File: src/rtl/ps2_mouse_pkg.sv
// ---------------------------------------------------------------------------
// ps2_mouse_pkg
//   Shared types and constants for the PS/2 mouse packet decoder.
//   - byte0_t : layout of the first byte of a standard 3-byte mouse packet
//   - state_t : packet framing FSM states
//   - DELTA_MAX / DELTA_MIN : saturation values used when an overflow bit is set
//   - decode_delta() : builds a 9-bit signed delta from sign, overflow, magnitude
// ---------------------------------------------------------------------------
package ps2_mouse_pkg;

    localparam int DELTA_W   = 9;
    localparam int DELTA_MAX = 255;
    localparam int DELTA_MIN = -256;

    // Byte 0 of a standard mouse packet, MSB first.
    typedef struct packed {
        logic y_ovf;
        logic x_ovf;
        logic y_sign;
        logic x_sign;
        logic always_one;   // framing marker, set in every valid header byte
        logic middle;
        logic right;
        logic left;
    } byte0_t;

    typedef enum logic [1:0] {
        WAIT_B0 = 2'd0,
        WAIT_B1 = 2'd1,
        WAIT_B2 = 2'd2,
        APPLY   = 2'd3
    } state_t;

    // An overflowed axis reports a meaningless magnitude, so it is replaced
    // by the extreme value in the direction given by the sign bit.
    function automatic logic signed [DELTA_W-1:0] decode_delta(
        input logic       ovf,
        input logic       sign,
        input logic [7:0] mag
    );
        logic signed [DELTA_W-1:0] d;
        if (ovf) begin
            d = sign ? DELTA_W'(DELTA_MIN) : DELTA_W'(DELTA_MAX);
        end else begin
            d = $signed({sign, mag});
        end
        return d;
    endfunction

endpackage

File: src/rtl/ps2_axis_accum.sv
// ---------------------------------------------------------------------------
// ps2_axis_accum
//   Combinational per-axis position update: scales a 9-bit signed delta by an
//   arithmetic right shift, adds (or subtracts, when INVERT) it to the current
//   position in a widened signed domain, and clamps the result to [0, LIMIT-1].
//
//   Parameters
//     W      : position width, 2**W >= LIMIT
//     LIMIT  : number of valid positions on this axis
//     SHIFT  : sensitivity shift applied to the delta
//     INVERT : 1 = subtract the delta instead of adding it
//   Ports
//     pos      in  W        current position
//     delta    in  9 (s)    saturated delta from the packet
//     next_pos out W        clamped new position
// ---------------------------------------------------------------------------
module ps2_axis_accum
    import ps2_mouse_pkg::*;
#(
    parameter int W      = 10,
    parameter int LIMIT  = 640,
    parameter int SHIFT  = 0,
    parameter bit INVERT = 1'b0
) (
    input  logic [W-1:0]                pos,
    input  logic signed [DELTA_W-1:0]   delta,
    output logic [W-1:0]                next_pos
);

    // Two guard bits above the wider of position and delta: one for the
    // sign, one so that pos + delta can never wrap before clamping.
    localparam int SW = ((W > DELTA_W) ? W : DELTA_W) + 2;
    localparam logic signed [SW-1:0] MAX_POS = SW'(LIMIT - 1);

    logic signed [DELTA_W-1:0] scaled;
    logic signed [SW-1:0]      step;
    logic signed [SW-1:0]      base;
    logic signed [SW-1:0]      sum;

    // NOTE: every combinational output gets a value before any branch, so no
    // path through the block leaves a signal holding its old value (no latch).
    always_comb begin
        scaled   = delta >>> SHIFT;
        step     = SW'(scaled);
        base     = $signed(SW'(pos));
        sum      = INVERT ? (base - step) : (base + step);
        next_pos = sum[W-1:0];
        if (sum < 0) begin
            next_pos = '0;
        end else if (sum > MAX_POS) begin
            next_pos = W'(LIMIT - 1);
        end
    end

endmodule

File: src/rtl/ps2_mouse_pkt_decoder.sv
// ---------------------------------------------------------------------------
// ps2_mouse_pkt_decoder
//   Frames the byte stream from a PS/2 receiver into standard 3-byte mouse
//   packets, decodes saturated 9-bit deltas, and keeps a screen-clamped cursor
//   and button state for display logic.
//
//   Ports
//     clk        in   1     system clock
//     rstn       in   1     asynchronous active-low reset
//     rx_valid   in   1     one-cycle strobe, rx_byte valid
//     rx_byte    in   8     received byte
//     recenter   in   1     move cursor to the screen centre on the next edge
//     pkt_valid  out  1     one-cycle strobe, a packet was applied
//     sync_err   out  1     one-cycle strobe, byte dropped or packet aborted
//     buttons    out  3     {middle, right, left} of the last packet
//     dx, dy     out  9 (s) saturated deltas of the last packet, unscaled
//     cursor_x   out  X_W   cursor X in [0, SCREEN_W-1]
//     cursor_y   out  Y_W   cursor Y in [0, SCREEN_H-1]
// ---------------------------------------------------------------------------
module ps2_mouse_pkt_decoder
    import ps2_mouse_pkg::*;
#(
    parameter int SCREEN_W    = 640,
    parameter int SCREEN_H    = 480,
    parameter int X_W         = 10,
    parameter int Y_W         = 10,
    parameter int TIMEOUT_CYC = 50000,
    parameter int SHIFT       = 0,
    parameter bit INVERT_Y    = 1'b1
) (
    input  logic                      clk,
    input  logic                      rstn,
    input  logic                      rx_valid,
    input  logic [7:0]                rx_byte,
    input  logic                      recenter,
    output logic                      pkt_valid,
    output logic                      sync_err,
    output logic [2:0]                buttons,
    output logic signed [DELTA_W-1:0] dx,
    output logic signed [DELTA_W-1:0] dy,
    output logic [X_W-1:0]            cursor_x,
    output logic [Y_W-1:0]            cursor_y
);

    localparam int CNT_W = (TIMEOUT_CYC > 1) ? $clog2(TIMEOUT_CYC) : 1;
    localparam logic [CNT_W-1:0] TMO_LAST = CNT_W'(TIMEOUT_CYC - 1);
    localparam logic [X_W-1:0]   CENTRE_X = X_W'(SCREEN_W / 2);
    localparam logic [Y_W-1:0]   CENTRE_Y = Y_W'(SCREEN_H / 2);

    state_t            state;
    state_t            state_next;
    byte0_t            rx_hdr;
    logic [CNT_W-1:0]  tmo_cnt;
    logic [CNT_W-1:0]  tmo_next;
    logic              tmo_hit;
    logic              tmo_fire;
    logic              bad_hdr;
    logic              in_apply;
    logic              defer_q;
    logic              defer_next;
    logic              sync_err_next;
    logic              ld_b0;
    logic              ld_b1;
    logic              ld_b2;

    // Latched packet fields (the byte-0 framing marker is not kept).
    logic [2:0]        btn_q;
    logic              x_ovf_q;
    logic              y_ovf_q;
    logic              x_sign_q;
    logic              y_sign_q;
    logic [7:0]        b1_q;
    logic [7:0]        b2_q;

    logic signed [DELTA_W-1:0] dx_dec;
    logic signed [DELTA_W-1:0] dy_dec;
    logic [X_W-1:0]            x_upd;
    logic [Y_W-1:0]            y_upd;

    assign rx_hdr   = byte0_t'(rx_byte);
    assign in_apply = (state == APPLY);
    assign tmo_hit  = (tmo_cnt == TMO_LAST);

    // -----------------------------------------------------------------------
    // Next-state and strobe logic
    // -----------------------------------------------------------------------
    always_comb begin
        state_next = state;
        ld_b0      = 1'b0;
        ld_b1      = 1'b0;
        ld_b2      = 1'b0;
        bad_hdr    = 1'b0;
        tmo_fire   = 1'b0;

        case (state)
            // APPLY lasts one cycle; a byte arriving during it is judged as
            // a header candidate exactly as in WAIT_B0, so it is not lost.
            WAIT_B0, APPLY: begin
                state_next = WAIT_B0;
                if (rx_valid) begin
                    if (rx_hdr.always_one) begin
                        ld_b0      = 1'b1;
                        state_next = WAIT_B1;
                    end else begin
                        bad_hdr = 1'b1;
                    end
                end
            end
            WAIT_B1: begin
                if (rx_valid) begin
                    ld_b1      = 1'b1;
                    state_next = WAIT_B2;
                end else if (tmo_hit) begin
                    tmo_fire   = 1'b1;
                    state_next = WAIT_B0;
                end
            end
            WAIT_B2: begin
                if (rx_valid) begin
                    ld_b2      = 1'b1;
                    state_next = APPLY;
                end else if (tmo_hit) begin
                    tmo_fire   = 1'b1;
                    state_next = WAIT_B0;
                end
            end
            default: state_next = WAIT_B0;
        endcase
    end

    // Inter-byte counter: advances only while waiting for byte 1 or 2 with
    // nothing arriving; any accepted byte, timeout or other state clears it.
    always_comb begin
        tmo_next = '0;
        if ((state == WAIT_B1 || state == WAIT_B2) && !rx_valid && !tmo_hit) begin
            tmo_next = tmo_cnt + CNT_W'(1);
        end
    end

    // A bad header seen during APPLY would pulse sync_err in the same cycle
    // as pkt_valid, so its pulse is pushed back one cycle. While a deferred
    // pulse is going out, a further bad header is deferred again, so every
    // dropped byte still yields exactly one sync_err pulse. Timeouts only
    // happen in WAIT_B1/B2 and can never meet a deferred pulse (which only
    // exists while the FSM sits in WAIT_B0).
    always_comb begin
        defer_next    = bad_hdr & (in_apply | defer_q);
        sync_err_next = tmo_fire | defer_q | (bad_hdr & ~in_apply & ~defer_q);
    end

    // -----------------------------------------------------------------------
    // Delta decode and per-axis accumulators
    // -----------------------------------------------------------------------
    assign dx_dec = decode_delta(x_ovf_q, x_sign_q, b1_q);
    assign dy_dec = decode_delta(y_ovf_q, y_sign_q, b2_q);

    ps2_axis_accum #(
        .W      (X_W),
        .LIMIT  (SCREEN_W),
        .SHIFT  (SHIFT),
        .INVERT (1'b0)
    ) u_accum_x (
        .pos      (cursor_x),
        .delta    (dx_dec),
        .next_pos (x_upd)
    );

    ps2_axis_accum #(
        .W      (Y_W),
        .LIMIT  (SCREEN_H),
        .SHIFT  (SHIFT),
        .INVERT (INVERT_Y)
    ) u_accum_y (
        .pos      (cursor_y),
        .delta    (dy_dec),
        .next_pos (y_upd)
    );

    // -----------------------------------------------------------------------
    // Control and output registers
    // -----------------------------------------------------------------------
    // NOTE: clocked state uses non-blocking assignments so every register
    // samples pre-edge values, independent of statement order.
    always_ff @(posedge clk or negedge rstn) begin
        if (!rstn) begin
            state     <= WAIT_B0;
            tmo_cnt   <= '0;
            defer_q   <= 1'b0;
            pkt_valid <= 1'b0;
            sync_err  <= 1'b0;
            buttons   <= '0;
            dx        <= '0;
            dy        <= '0;
            cursor_x  <= CENTRE_X;
            cursor_y  <= CENTRE_Y;
        end else begin
            state     <= state_next;
            tmo_cnt   <= tmo_next;
            defer_q   <= defer_next;
            pkt_valid <= in_apply;
            sync_err  <= sync_err_next;

            if (in_apply) begin
                buttons <= btn_q;
                dx      <= dx_dec;
                dy      <= dy_dec;
            end

            // recenter overrides a coincident packet for the cursor only.
            if (recenter) begin
                cursor_x <= CENTRE_X;
                cursor_y <= CENTRE_Y;
            end else if (in_apply) begin
                cursor_x <= x_upd;
                cursor_y <= y_upd;
            end
        end
    end

    // NOTE: packet byte holding registers carry no reset; they are only read
    // in APPLY, which the FSM reaches solely after all three were reloaded.
    always_ff @(posedge clk) begin
        if (ld_b0) begin
            btn_q    <= {rx_hdr.middle, rx_hdr.right, rx_hdr.left};
            x_ovf_q  <= rx_hdr.x_ovf;
            y_ovf_q  <= rx_hdr.y_ovf;
            x_sign_q <= rx_hdr.x_sign;
            y_sign_q <= rx_hdr.y_sign;
        end
        if (ld_b1) begin
            b1_q <= rx_byte;
        end
        if (ld_b2) begin
            b2_q <= rx_byte;
        end
    end

endmodule

File: config.mk
export PLATFORM = sky130hd
export DESIGN_NAME = ps2_mouse_pkt_decoder
export DESIGN_NICKNAME = d
export VERILOG_FILES = /design/src/rtl/ps2_mouse_pkg.sv /design/src/rtl/ps2_axis_accum.sv /design/src/rtl/ps2_mouse_pkt_decoder.sv
export SDC_FILE = /design/constraint.sdc
export NUM_CORES = 1
export LEC_CHECK = 0
export BUFFER_PORTS_ARGS = -buffer_cell sky130_fd_sc_hd__buf_2
export CORE_ASPECT_RATIO = 1.1
export CORE_UTILIZATION = 30
export CTS_CLUSTER_SIZE = 28
export DETAILED_ROUTE_END_ITERATION = 12
export HOLD_SLACK_MARGIN = 0.02
export PLACE_DENSITY_LB_ADDON = 0.2
export SKIP_CTS_REPAIR_TIMING = 1
export SLEW_MARGIN = 25
export SYNTH_ARGS = -nofsm -noshare
export SYNTH_HDL_FRONTEND = slang
export SYNTH_SLANG_ARGS = --single-unit
File: constraint.sdc
create_clock -name clk -period 4.7 [get_ports clk]
set_input_delay 0.47 -clock clk [delete_from_list [all_inputs] [get_ports clk]]
set_output_delay 0.47 -clock clk [all_outputs]
set_load 0.02 [all_outputs]
== Word level (Yosys, flattened, before mapping) ==
Cells that the tools add are included.

* Reduce and logical (&&, ||, !) cells: 9
* Add/subtract/negate cells: 3
* Bitwise gates (word level): 8
* Eq/ne operators: 4
* $lt $le $gt $ge: 4
* Muxes and demuxes: 31

{| class="wikitable"
|+ Operator list
! operator !! number
|-
| 10-bit two-way mux || 8
|-
| 9-bit two-way mux || 4
|-
| 12-bit by 1-bit less-than comparator with 1-bit output, second input constant || 2
|-
| 16-bit by 1-bit adder with 16-bit output, second input constant || 1
|-
| 16-bit equality test, second input constant || 1
|-
| 16-bit two-way mux || 1
|-
| 1-bit two-way mux || 14
|-
| 11-bit by 9-bit adder with 12-bit output || 1
|-
| 12-bit by 10-bit > comparator with 1-bit output, second input constant || 1
|-
| 12-bit by 11-bit > comparator with 1-bit output, second input constant || 1
|-
| 11-bit by 9-bit subtractor with 12-bit output || 1
|-
| 2-bit two-way mux || 3
|-
| 2-bit case mux with 3 select lines || 1
|-
| 2-bit equality test, second input constant || 2
|-
| 2-bit OR reduction || 2
|-
| 1-bit bitwise AND || 3
|-
| 1-bit OR || 3
|-
| 2-bit by 1-bit equality test with 1-bit output, second input constant || 1
|-
| 1-bit logical AND || 2
|-
| 1-bit logical NOT || 2
|-
| 2-bit logical NOT || 1
|-
| 1-bit NOT || 2
|-
| 2-bit nonzero test || 1
|-
| 1-bit logical OR || 1
|}

* Input bits: 12
* Bits in registers: 85
* Logic and storage cells: 76

== Depth between registers and ports, before layout ==
* Depth after elaboration: 8
* Depth in mapped cells: 15
* Gate-level depth less buffers: 14

== Modules after synthesis ==
Synthesis repeated with hierarchy kept, for this count alone.

* Cells, all modules: 460
* Area, all modules: 4927.2 um^2

{| class="wikitable"
|+ Modules (own cells, without submodules)
! module !! area an instance (um^2) !! seq. area each (um^2) !! instances !! cells each
|-
| ps2_mouse_pkt_decoder || 3497.1 || 2249.7 || 1 || 266
|-
| ps2_axis_accum (u_accum_x) || 763.2 || 0.0 || 1 || 103
|-
| ps2_axis_accum (u_accum_y) || 666.9 || 0.0 || 1 || 91
|}

== Worst setup path before layout ==
Ideal clock, no wire load.

* Path type: reg2reg
* Start point: register x_ovf_q
* End point: register cursor_x[4]
* Clock period less this slack: 3.250 ns
* Path buffers: 2
* Path slack: 1.450 ns
* Cell stages (with the launch flop): 16
* Arrival: 3.123 ns
* Cells stage by stage: edfxtp_1 > clkbuf_1 > nand2_1 > o21ai_0 > ha_1 > fa_1 > a21o_1 > a21oi_1 > o21a_1 > o32ai_1 > a2111o_1 > o21ai_1 > nand2_1 > and2_0 > buf_2 > a221o_1

* Word-level cells in the longest chain between the ends: 7
* Elaborated cells on any way between the ends: 8

{| class="wikitable"
|+ RTL lines
! item !! line !! RTL
|-
| from (decl) || ps2_mouse_pkt_decoder.sv:68 || <nowiki>logic x_ovf_q;</nowiki>
|-
| from (signal assigned) || ps2_mouse_pkt_decoder.sv:225 || <nowiki>x_ovf_q <= rx_hdr.x_ovf;</nowiki>
|-
| 9-bit two-way mux (*) || ps2_mouse_pkg.sv:42 || <nowiki>if (ovf) begin</nowiki>
|-
| via dx_dec[0] || ps2_mouse_pkt_decoder.sv:75 || <nowiki>logic signed [DELTA_W-1:0] dx_dec;</nowiki>
|-
| 11-bit by 9-bit adder with 12-bit output (*) || ps2_axis_accum.sv:46 || <nowiki>sum = INVERT ? (base - step) : (base + step);</nowiki>
|-
| 12-bit by 11-bit > comparator with 1-bit output || ps2_axis_accum.sv:50 || <nowiki>end else if (sum > MAX_POS) begin</nowiki>
|-
| 10-bit two-way mux || ps2_axis_accum.sv:50 ||
|-
| 10-bit two-way mux (*) || ps2_axis_accum.sv:48 || <nowiki>if (sum < 0) begin</nowiki>
|-
| 10-bit two-way mux (*) || ps2_mouse_pkt_decoder.sv:213 || <nowiki>end else if (in_apply) begin</nowiki>
|-
| 10-bit two-way mux (*) || ps2_mouse_pkt_decoder.sv:210 || <nowiki>if (recenter) begin</nowiki>
|-
| to (signal assigned) || ps2_mouse_pkt_decoder.sv:214 || <nowiki>cursor_x <= x_upd;</nowiki>
|-
| to (decl) || ps2_mouse_pkt_decoder.sv:41 || <nowiki>output logic [X_W-1:0] cursor_x,</nowiki>
|}

Mark *: on every way through the listed nets, which the timed path passes. The rest lies on a longest branch. The select of a mux whose other input is x is not followed.
A chain may end at the register's enable or synchronous reset.

== Worst setup path in the final report ==
* Start point: register x_sign_q
* End point: register cursor_x[3]

* Word-level cells in the longest chain between the ends: 8
* Elaborated cells on any way between the ends: 9

{| class="wikitable"
|+ RTL lines
! item !! line !! RTL
|-
| from (decl) || ps2_mouse_pkt_decoder.sv:70 || <nowiki>logic x_sign_q;</nowiki>
|-
| from (signal assigned) || ps2_mouse_pkt_decoder.sv:227 || <nowiki>x_sign_q <= rx_hdr.x_sign;</nowiki>
|-
| 9-bit two-way mux (*) || ps2_mouse_pkg.sv:43 || <nowiki>d = sign ? DELTA_W'(DELTA_MIN) : DELTA_W'(DELTA_MAX);</nowiki>
|-
| 9-bit two-way mux (*) || ps2_mouse_pkg.sv:42 ||
|-
| via dx_dec[1] || ps2_mouse_pkt_decoder.sv:75 ||
|-
| 11-bit by 9-bit adder with 12-bit output (*) || ps2_axis_accum.sv:46 ||
|-
| 12-bit by 11-bit > comparator with 1-bit output || ps2_axis_accum.sv:50 ||
|-
| 10-bit two-way mux || ps2_axis_accum.sv:50 ||
|-
| 10-bit two-way mux (*) || ps2_axis_accum.sv:48 ||
|-
| 10-bit two-way mux (*) || ps2_mouse_pkt_decoder.sv:213 ||
|-
| 10-bit two-way mux (*) || ps2_mouse_pkt_decoder.sv:210 ||
|}

Marks and branches as above.

==> reports/metrics.yaml <==
status: "finished clean"
crit_chain: "inv_1 > nand2_1 > o21ai_0 > ha_1 > a21o_1 > a21oi_2 > o211ai_1 > a221o_1 > a21oi_1 > mux2i_1 > nor2_1 > and2_0 > a221o_1"
syn_area_sq_um: 4742
syn_inst: 456
tightest_slew_ns: 0.8091
post-dp-hpwl_um: 8106
finalCritPeriodShare_pct: 78.81
boundaryPins: 55
initial_core_util_pct: 31.13
final.min_clock_period_ns: 3.704
grt_pass1_vias: 3467
fmax_mhz: 270.0
setup_viol: 0
vias: 3529
final_area_sq_um: 5524
h-tree-depth: 3
drt-pass1-iter-count: 4
synth_edf_count: 23
skew_ns: 0.005495
nets: 542
antenna_found_initial: 0
p_leak_nw: 2.453
clkLatencyLatePin_ns: 0.35
clock_sinks: 85
synth_seq_area_share_pct: 47.44
grt_usage_pct: 14.31
multi_input_area_sq_um: 2327
crit_top_cell: "a221o_1"
async_flop_share_pct: 72.94
ir_drop_v: 0.0003104
hp-class: "primary input to async pin"
cts-root-buf: "clkbuf_16"
timing.final.ws_setup_ns: 0.9961
total_power_mw: 1.815
antenna_left: 0
die_w_um: 121.9
drt_wl_total_um: 10830
clockBufferDepth: 2
synth-seq-cells: 85
die_h_um: 133.9
ff_latch_area_sq_um: 2250
endpoint_kind: "flip-flop"
placed_area_sq_um: 5201
dpl.cell_count: 692
synth-main-ff-cell: "dfrtp_1"
viasPerCell: 4.984
worstPathRequired_ns: 4.93
crit_slowest_cell: "edfxtp_1"
cts_tree: "yes"
rr_endpoint: "cursor_x[3]"
drive_gt1_share_pct: 21.29
synth_nets: 491
grt_pass1_wl_um: 18000
slowest_delay_ns: 0.49
synth_area_per_cell_sq_um: 10.40
maxCapViolCount: 0
grt_max_degree: 63
place_ws_ns: 1.011
core_area_sq_um: 15230
synth_area_leader_cell: "dfrtp_1"
cts_buffers: 9
crit_fanout: 8
synth_cell_types: 66
start_kind: "flip-flop"
rsz0062_at_grt: "no"
reg2reg_from: "x_sign_q"
pwr_density_cell_nw_per_um2: 328.6
path_clk_slew_ns: 0.07
rrSetupSlack_ns: 1.0
slew_headroom_pct: 45.86
slew_violations: 0
yosysWarnings: 0
gp_congestion: 0.7674
globalRouteOverflowTotal: 0
tns_ns: 0
syn2layout_area_growth_pct: 16.49
critPathKind: "flip-flop to flip-flop"
yosysTopAreaCellShare_pct: 29.55
drt_iter0_markers: 154
portBuffers: 54
drc: 0
cp_data_arrival_time_ns: 3.94
diodes: 0
finalNonFillerCells: 708
final-hold-violation-count: 0
wl_per_cell_um: 15.30
placementRows: 47
n_fill_cell: 1510
reg2reg_depth: 13
dieArea_sq_um: 16310
yosys-top-cells-area: "dfrtp_1 (30%), edfxtp_1 (15%), ha_1 (5.5%), nor2_1 (4.0%), xnor2_1 (3.9%)"
-- metal layers --
metal	routed length, um	part of all wire [%]	global-route usage (%)	vias to the layer above
met5	0	0	0	-
met4	116	1.1	5.556	0
met3	503	4.6	3.316	11
met2	4991	46	22.03	76
met1	5221	48	19.32	1693
li1	-	-	-	1749
-- area by class of cell --
cell class	instances	share of cell area, %
multi-input cells	331	42.13
flip-flops and latches	85	40.72
repair buffers	57	5.300
well taps	196	4.439
clock buffers	9	4.077
clock inverters	7	1.767
inverters	23	1.563
-- critical path: cells and delay by family (launching register included) --
family | cells | cell delay (ns)
buffers and inverters | 1 | 0.15
muxes | 1 | 0.37
and+or+nand+nor | 3 | 0.61
AOI/OAI and AO/OA | 7 | 1.65
DFF | 1 | 0.49
adders and majority gates | 1 | 0.33
-- worst max-delay path by stage --
| stage | cells after the start | endpoint | from |
|---|---|---|---|
| after CTS | 13 | cursor_x[3] | x_sign_q |
| final | 13 | cursor_x[3] | x_sign_q |
| after global placement | 13 | cursor_x[2] | x_sign_q |
| after floorplan | 15 | cursor_x[4] | x_ovf_q |
| after global routing | 14 | cursor_x[3] | x_sign_q |
| after detailed placement | 13 | cursor_x[3] | x_sign_q |
-- placed cells by master, fill, tap and decap left out, types with 7 or more instances in the layout --
cell type | synthesis | layout
dfrtp_1 | 56 | 56
buf_2 | 6 | 54
nor2_1 | 50 | 50
o21ai_0 | 27 | 27
nand2_1 | 25 | 25
a21oi_1 | 25 | 25
edfxtp_1 | 23 | 23
inv_1 | 22 | 22
xnor2_1 | 21 | 21
ha_1 | 21 | 21
mux2_2 | 16 | 16
xor2_1 | 14 | 14
nor2b_1 | 11 | 11
clkbuf_16 | 0 | 9
nand3_1 | 8 | 8
nand2b_1 | 8 | 8
a221o_1 | 8 | 8
nor3_1 | 7 | 7
o21ai_1 | 7 | 7
-- synth_stat cells (all sizes together) (9+ instances only) --
cell type / number
edfxtp: 23
nor2b: 12
a21oi: 26
nor2: 50
inv: 22
xor2: 14
ha: 21
xnor2: 21
o21ai: 34
nand2: 25
clkbuf: 9
mux2: 16
dfrtp: 56
-- cell families (layout without fill, tap and decap cells) --
logic type | count (synthesis) | in the layout | synth area share, %
buf+inv | 40 | 96 | 3.483
mux | 18 | 18 | 4.222
flops | 85 | 85 | 47.44
fa+ha+maj | 24 | 24 | 6.623
xor+xnor | 35 | 35 | 6.465
simple gates | 143 | 143 | 15.99
compound gates | 111 | 111 | 15.78
-- where the power goes --
part / internal, mW / total, mW / switching, mW
logic: 0.0838 / 0.223 / 0.139
registers: 0.797 / 0.817 / 0.0206
clock network: 0.468 / 0.775 / 0.307
total: 1.35 / 1.82 / 0.467
-- metrics by stage --
step,hold slack [ns],utilization [%]
after floorplan,0.1744,-
after global placement,0.4415,34.15
after detailed placement,0.4445,34.15
after CTS,0.3359,36.27
after global routing,0.3398,36.27
final,0.2951,36.27
-- state kept, by name, summed over array words and instances (netlist names) --
signal	count
pkt_valid	1
b1_q	8
y_sign_q	1
x_ovf_q	1
state	2
sync_err	1
cursor_x	10
tmo_cnt	16
dy	9
cursor_y	10
y_ovf_q	1
btn_q	3
buttons	3
defer_q	1
dx	9
x_sign_q	1
b2_q	8
Note: power is estimated with default switching activity, not from simulation.
